==> src/rtl/balance_pid.sv <==
// Balance PID stage: clamps pitch to an error, keeps a saturating integrator and
// a two-sample derivative history, and emits a saturated 12-bit control word two clocks after each sample.
module balance_pid #(
  parameter logic signed [4:0] P_COEFF = 5'sd9,
  parameter logic signed [5:0] D_COEFF = 6'sd11
) (
  input  logic               clk,
  input  logic               rst,
  input  logic               vld,
  input  logic signed [15:0] ptch,
  input  logic               pwr_up,
  input  logic               rider_off,
  output logic signed [11:0] PID_cntrl,
  output logic               cntrl_vld
);

  logic signed [9:0]  err_d, err_q;
  logic signed [9:0]  prev1_q, prev2_q;
  logic signed [10:0] diff;
  logic signed [6:0]  dsat_d, dsat_q;
  logic signed [17:0] integ_q, integ_ext, integ_sum;
  logic               integ_ovf;
  logic               s1_vld_q;

  logic signed [14:0] p_term, i_term, d_term;
  logic signed [15:0] pid_sum;
  logic signed [11:0] pid_sat;

  // Stage 1: error clamp, integrator add with overflow detect, derivative diff
  always_comb begin
    if (ptch > 16'sd511)       err_d = 10'sd511;
    else if (ptch < -16'sd512) err_d = -10'sd512;
    else                       err_d = ptch[9:0];

    integ_ext = 18'(err_d);
    integ_sum = integ_q + integ_ext;
    integ_ovf = (integ_q[17] == integ_ext[17]) && (integ_sum[17] != integ_q[17]);

    diff = 11'(err_d) - 11'(prev2_q);
    if (diff > 11'sd63)        dsat_d = 7'sd63;
    else if (diff < -11'sd64)  dsat_d = -7'sd64;
    else                       dsat_d = diff[6:0];
  end

  // Stage 2: P + I + D from registered operands; integ already holds this sample
  always_comb begin
    p_term  = 15'(err_q) * 15'(P_COEFF);
    i_term  = 15'($signed(integ_q[17:6]));
    d_term  = 15'(dsat_q) * 15'(D_COEFF);
    pid_sum = 16'(p_term) + 16'(i_term) + 16'(d_term);
    if (pid_sum > 16'sd2047)       pid_sat = 12'sd2047;
    else if (pid_sum < -16'sd2048) pid_sat = -12'sd2048;
    else                           pid_sat = pid_sum[11:0];
  end

  always_ff @(posedge clk or posedge rst) begin
    if (rst) begin
      err_q     <= '0;
      dsat_q    <= '0;
      integ_q   <= '0;
      prev1_q   <= '0;
      prev2_q   <= '0;
      s1_vld_q  <= 1'b0;
      PID_cntrl <= '0;
      cntrl_vld <= 1'b0;
    end else if (!pwr_up) begin
      integ_q   <= '0;
      prev1_q   <= '0;
      prev2_q   <= '0;
      s1_vld_q  <= 1'b0;
      PID_cntrl <= '0;
      cntrl_vld <= 1'b0;
    end else begin
      s1_vld_q <= vld;
      if (vld) begin
        err_q   <= err_d;
        dsat_q  <= dsat_d;
        prev2_q <= prev1_q;
        prev1_q <= err_d;
        if (!integ_ovf) integ_q <= integ_sum;
      end
      // rider_off wins over a same-cycle accumulate
      if (rider_off) integ_q <= '0;
      cntrl_vld <= s1_vld_q;
      if (s1_vld_q) PID_cntrl <= pid_sat;
    end
  end

endmodule

==> config.mk <==
export PLATFORM = sky130hd
export DESIGN_NAME = balance_pid
export DESIGN_NICKNAME = d
export VERILOG_FILES = /design/src/rtl/balance_pid.sv
export SDC_FILE = /design/constraint.sdc
export NUM_CORES = 1
export LEC_CHECK = 0
export CORE_UTILIZATION = 48
export DETAILED_ROUTE_END_ITERATION = 6
export GPL_ROUTABILITY_DRIVEN = 0
export PLACE_DENSITY = 0.72
export SLEW_MARGIN = 20
export SYNTH_ARGS = -nofsm -noshare
export SYNTH_HDL_FRONTEND = slang
export SYNTH_SLANG_ARGS = --single-unit
==> constraint.sdc <==
create_clock -name clk -period 5.2 [get_ports clk]
set_input_delay 1.3 -clock clk [delete_from_list [all_inputs] [get_ports clk]]
set_output_delay 1.3 -clock clk [all_outputs]
set_load 0.005 [all_outputs]
# Word level (Yosys, flattened, before mapping)
# Index checks and enable logic that the tools add are counted.
# totals
wordCells,47
ff_bits,69
output_inout_bits,13
in_bits,21
# op_classes
addsub,4
n_reduce_logical,3
muxes,18
n_mul,2
n_eq_ne,6
order_cmp,6
# op_table
cell,n
$mux W18,4
$mux W10,6
$mux W12,4
$add A18 B10 Y18,1
$add A15 B12 Y16,1
$add A16 B12 Y16,1
$gt A16 B10 Y1 const B,1
$gt A16 B12 Y1 const B,1
$lt A16 B10 Y1 const B,1
$lt A16 B12 Y1 const B,1
$mul A10 B5 Y15 const B,1
$mux W7,2
$mul A7 B5 Y12 const B,1
$gt A11 B7 Y1 const B,1
$lt A11 B7 Y1 const B,1
$sub A10 B10 Y11,1
$reduce_and A2 Y1,2
$ne A3 B2 Y1 const B,1
$ne A3 B3 Y1 const B,1
$mux W1,2
$ne A2 B1 Y1 const B,1
$ne A2 B2 Y1 const B,1
$eq A1 B1 Y1,1
$logic_and A1 B1 Y1,1
$ne A1 B1 Y1,1

# Logic depth before layout (Yosys ltp)
# Gate-level depths: netlist (run 1).
# logic_depth
word_depth,10
ltp_mapped,19
ltp_nobuf,18

# Worst setup path before layout (run 1)
# OpenSTA, ideal clock, no wires.
# synth_timing
path_kind,reg-to-reg
startpoint,reg dsat_q[3]
endpoint,reg PID_cntrl[0]
arrival_time_ns,4.672
setup_ns,0.126
path_buffers,1
setup_slack_ns,0.402
stages_incl_launch_ff,20
path_cell_list,dfrtp_1 ha_1 ha_1 inv_1 fa_1 inv_1 fa_1 inv_1 fa_1 inv_1 ha_1 o21ai_0 o21ai_1 nand3_1 o311a_1 xnor2_1 a41oi_1 nor2_1 clkbuf_1 a221o_1
# synth_between
elab_chain_cells,7
elab_cells_between_ends,8
# synth_rtl
item,line,text
"start, declared",20,"logic signed [6:0] dsat_d, dsat_q;"
"start signal, assigned",77,dsat_q <= dsat_d;
$mul A7 B5 Y12 (*),49,d_term = 15'(dsat_q) * 15'(D_COEFF);
$add A16 B12 Y16 (*),50,pid_sum = 16'(p_term) + 16'(i_term) + 16'(d_term);
$lt A16 B12 Y1,52,else if (pid_sum < -16'sd2048) pid_sat = -12'sd2048;
$mux W12,52,
$mux W12 (*),51,if (pid_sum > 16'sd2047) pid_sat = 12'sd2047;
$mux W12 (*),85,if (s1_vld_q) PID_cntrl <= pid_sat;
$mux W12 (*),66,end else if (!pwr_up) begin
"end signal, assigned",85,
"end, declared",13,"output logic signed [11:0] PID_cntrl,"
# Every way passes the cells marked *; elsewhere a longest branch is shown, timed or not. The select of a mux whose other input is x is not followed.
# A chain may end at the register's enable or synchronous reset.

# Final worst setup path (run 1)
# Same ends and word-level chain as after synthesis.

==> results of run 1 <==
stage by stage:
stage | cells | utilization (%) | instance area (sq um)
global placement | 860 | 54.0 | 6900
CTS | 874 | 56.1 | 7170
finish | 874 | 56.3 | 7200
floorplan | 662 | - | 6370
detailed placement | 860 | 54.0 | 6900
global route | 874 | 56.3 | 7200
worst max-delay path: cells and delay by family (launching register included):
family                     cells  cell delay [ps]
and+or+nand+nor                2              230
adders and majority gates      6             2550
buffers and inverters          4              190
DFF                            1              410
AOI/OAI and AO/OA              5             1360
xor gates and xnor gates       1              170
sequential cells by signal, indices dropped and copies added (netlist names):
signal and flops:
PID_cntrl 12, integ_q 18, s1_vld_q 1, err_q 10, cntrl_vld 1, prev2_q 10
dsat_q 7, prev1_q 10
cell families (layout without fill, tap and decap cells):
group | after synthesis | after routing | synth area share [%]
AO/OA/AOI/OAI | 163 | 163 | 18.0
multiplexers | 26 | 26 | 4.18
flip-flops | 69 | 69 | 27.1
XOR/XNOR | 28 | 28 | 3.85
AND/OR/NAND/NOR | 140 | 140 | 11.4
adder cells (fa/ha/maj) | 118 | 118 | 27.9
buffers and inverters | 118 | 158 | 7.50
cell usage after synthesis (all sizes together) (4+ instances only):
| master | instances | share of area [%] |
|---|---|---|
| clkbuf | 13 | 0.77 |
| mux2i | 21 | 3.3 |
| o31ai | 4 | 0.47 |
| mux2 | 5 | 0.88 |
| a21oi | 29 | 2.3 |
| fa | 40 | 13 |
| or3 | 5 | 0.51 |
| nand3 | 9 | 0.71 |
| xor2 | 8 | 1.1 |
| a31oi | 4 | 0.49 |
| ha | 78 | 15 |
| o21a | 18 | 2.1 |
| nand2b | 8 | 0.79 |
| nor4 | 4 | 0.39 |
| nor3 | 8 | 0.63 |
| a211oi | 7 | 0.82 |
| a221o | 11 | 1.7 |
| buf | 6 | 0.90 |
| nor2 | 33 | 2.0 |
| a22o | 15 | 2.1 |
| xnor2 | 20 | 2.7 |
| nor2b | 28 | 2.9 |
| a21o | 9 | 1.1 |
| o21ai | 37 | 2.9 |
| dfrtp | 69 | 27 |
| nand2 | 30 | 1.8 |
| inv | 99 | 5.8 |
per-layer routing:
layer,part of all wire (%),track usage [%],vias to the layer above
met2,49,37.6,91
met3,3.3,4.63,28
met5,0,0,-
met1,46,27.3,2365
met4,2.0,7.51,0
li1,-,-,2382
timing repair:
action                                  in CTS  in global routing
endpoints found under the setup margin      11                 11
resized for setup                            1                  5
buffers inserted                             0                  0
pin swaps                                    0                  1
power breakdown:
part,internal [mW],switching [mW]
Sequential,0.604,0.0551
Combinational,1.34,1.69
Clock,0.329,0.236
area by class of cell:
type	count	area (sq um)	area share (%)
Inverter	99	373	5.18
Tap cell	172	215	2.99
Multi-Input combinational cell	475	4200	58.3
Clock buffer	10	239	3.32
Timing Repair Buffer	45	420	5.84
Sequential cell	69	1730	24.0
Clock inverter	4	26.3	0.365
worst paths after layout:
| kind | end | depth (start not counted) | slack (ps) |
|---|---|---|---|
| worst max-delay path | PID_cntrl[0] | 18 | 150 |
| worst min-delay path | PID_cntrl[11] | 2 | 480 |
| worst max register to register | PID_cntrl[0] | 18 | 150 |
| worst min register to register | PID_cntrl[11] | 2 | 480 |
| max in group asynchronous | prev2_q[9] | 3 | 2980 |
| min in group asynchronous | err_q[9] | 2 | 1410 |
layout by cell type (no fill, tap or decap), types with 3 or more instances in the layout:
master	synthesis	routed
mux2i_1	21	21
o211ai_1	3	3
a221o_1	11	11
o31a_1	3	3
nor4_1	4	4
clkinv_2	0	3
xor2_1	8	8
o31ai_1	4	4
nor2b_1	27	27
or3_1	4	4
inv_1	98	97
mux2_2	5	5
nand3_1	9	9
dfrtp_1	69	69
o21ai_1	4	4
buf_4	2	12
a22o_1	15	15
a211oi_1	7	6
clkbuf_16	0	9
nand4_1	3	3
nand3b_1	3	3
clkdlybuf4s50_1	0	33
nor2_1	32	31
nand2_1	30	30
ha_1	78	77
o21ai_0	33	33
nor3_1	8	8
fa_1	40	40
nand2b_1	8	8
xnor2_1	20	20
o21a_1	18	18
a21oi_1	28	28
a21o_1	9	9
a32o_1	3	3
a31oi_1	3	3
==> summary.txt, run 1 <==
Global routing
  – GRT overflow: 0
  – Total GRT Usage: 21.9%
  – Vias in the first global route: 4841
  – Largest net degree at the start of global routing: 47
  – First-pass GRT wire length: 22.8 mm
  – Initial antenna violation count: 0

Logic synthesis
  – Ys async rst share: 100%
  – Register area share after synthesis: 27.1%
  – Mapped Cells: 662
  – Post-synthesis cell area: 0.00637 sq mm
  – Synth unique cells: 65
  – EDFF count, synth: 0
  – Main synth FF type: dfrtp_1
  – #FFs+latches synth: 69
  – Post-synthesis average cell area: 9.62 sq um
  – Mapped Nets: 801
  – Synth Warn #: 0

Final layout
  – Nets: 838
  – # diodes: 0
  – P&R area growth vs syn: 13.0%
  – Share of cells above drive strength 1: 6.70%
  – FILL cells: 1092

Worst setup path
  – Startpoint Class: flip-flop
  – Most used cell, CP: inv_1
  – Slowest cell on crit path: fa_1
  – Critical Path AT: 5270 ps
  – Crit. Startpoint: dsat_q[3]
  – Slowest Stage Delay on Critical Path: 530 ps
  – Crit end category: flip-flop
  – Critical path class: reg2reg
  – Critical path, cell by cell: ha_1, ha_1, inv_1, fa_1, inv_1, fa_1, inv_1, fa_1, inv_1, ha_2, o21ai_0, o21ai_1, nand3_1, o311a_1, xnor2_1, a41oi_2, nor2_4, a221o_1
  – Worst path required time: 5420 ps
  – Worst R2R Start: dsat_q[3]
  – Max FO, Critical Path: 11

Drt
  – DRT iter0 DRCs: 183
  – Pre-Repair DR Iteration Count: 4
  – Via density per instance: 5.57
  – Vias: 4866
  – Antenna Nets Post-Route: 0
  – DRC viols: 0
  – WL per Instance: 15.6 um
  – Total routed wirelength: 13.6 mm

Floorplan
  – Boundary Pins: 34
  – Core Rows: 41
  – Core Area: 0.0128 sq mm
  – Die area: 0.0137 sq mm
  – Die H: 117 um
  – Initial Utilization: 49.9%
  – Die width: 117 um

Clock network
  – CTS root buf: clkbuf_16
  – Max H-tree Level: 3
  – Clk sinks: 69
  – Clock slew at reported path FFs: 50 ps
  – Bufs on Longest Clock Path: 2
  – Worst skew pair latency: 350 ps
  – CTS Hold Buffers Added: 0
  – CTS tree: done
  – Total CTS buffers: 9

Power and ir drop
  – Pwr per Cell Area: 591 mW/mm^2
  – Max VDD drop: 454 uV
  – Leakage: 3.47 nW
  – Pwr Total: 4.25 mW

STA
  – Clock Skews: 9.82 ps
  – Setup violations, final: 0
  – Hold Vio Cnt, Final: 0
  – Worst hold slack: 481 ps
  – Post-Route Setup TNS: 0 ps
  – Final setup margin: 148 ps
  – Final Critical Period: 5050 ps
  – Slew HR: 42.5%
  – Final period utilization: 97.1%
  – Max Fclk: 0.198 GHz
  – Slew Viols, Final: 0
  – Worst-margin pin slew: 860 ps

Placed design
  – Dpl hpwl: 10.8 mm
  – Dpl ws: -129 ps
  – Port bufs: 33

Hold path
  – Tightest Hold Check Type: reg2reg
  – Hold_sp: PID_cntrl[11]

Flow run
  – Maxcap violations: 0

Outcome
  – Status: finished, final reports clean
Note: power is estimated with default switching activity, not from simulation.
==> inputs of run 2 (changes only) <==
--- a/config.mk
+++ b/config.mk
@@ -5,6 +5,7 @@
 export SDC_FILE = /design/constraint.sdc
 export NUM_CORES = 1
 export LEC_CHECK = 0
+export ABC_CLOCK_PERIOD_IN_PS = 5200
 export CORE_UTILIZATION = 48
 export DETAILED_ROUTE_END_ITERATION = 6
 export GPL_ROUTABILITY_DRIVEN = 0
==> results of run 2 <==
The final DEF is identical to that of run 1; final timing and power are the same.
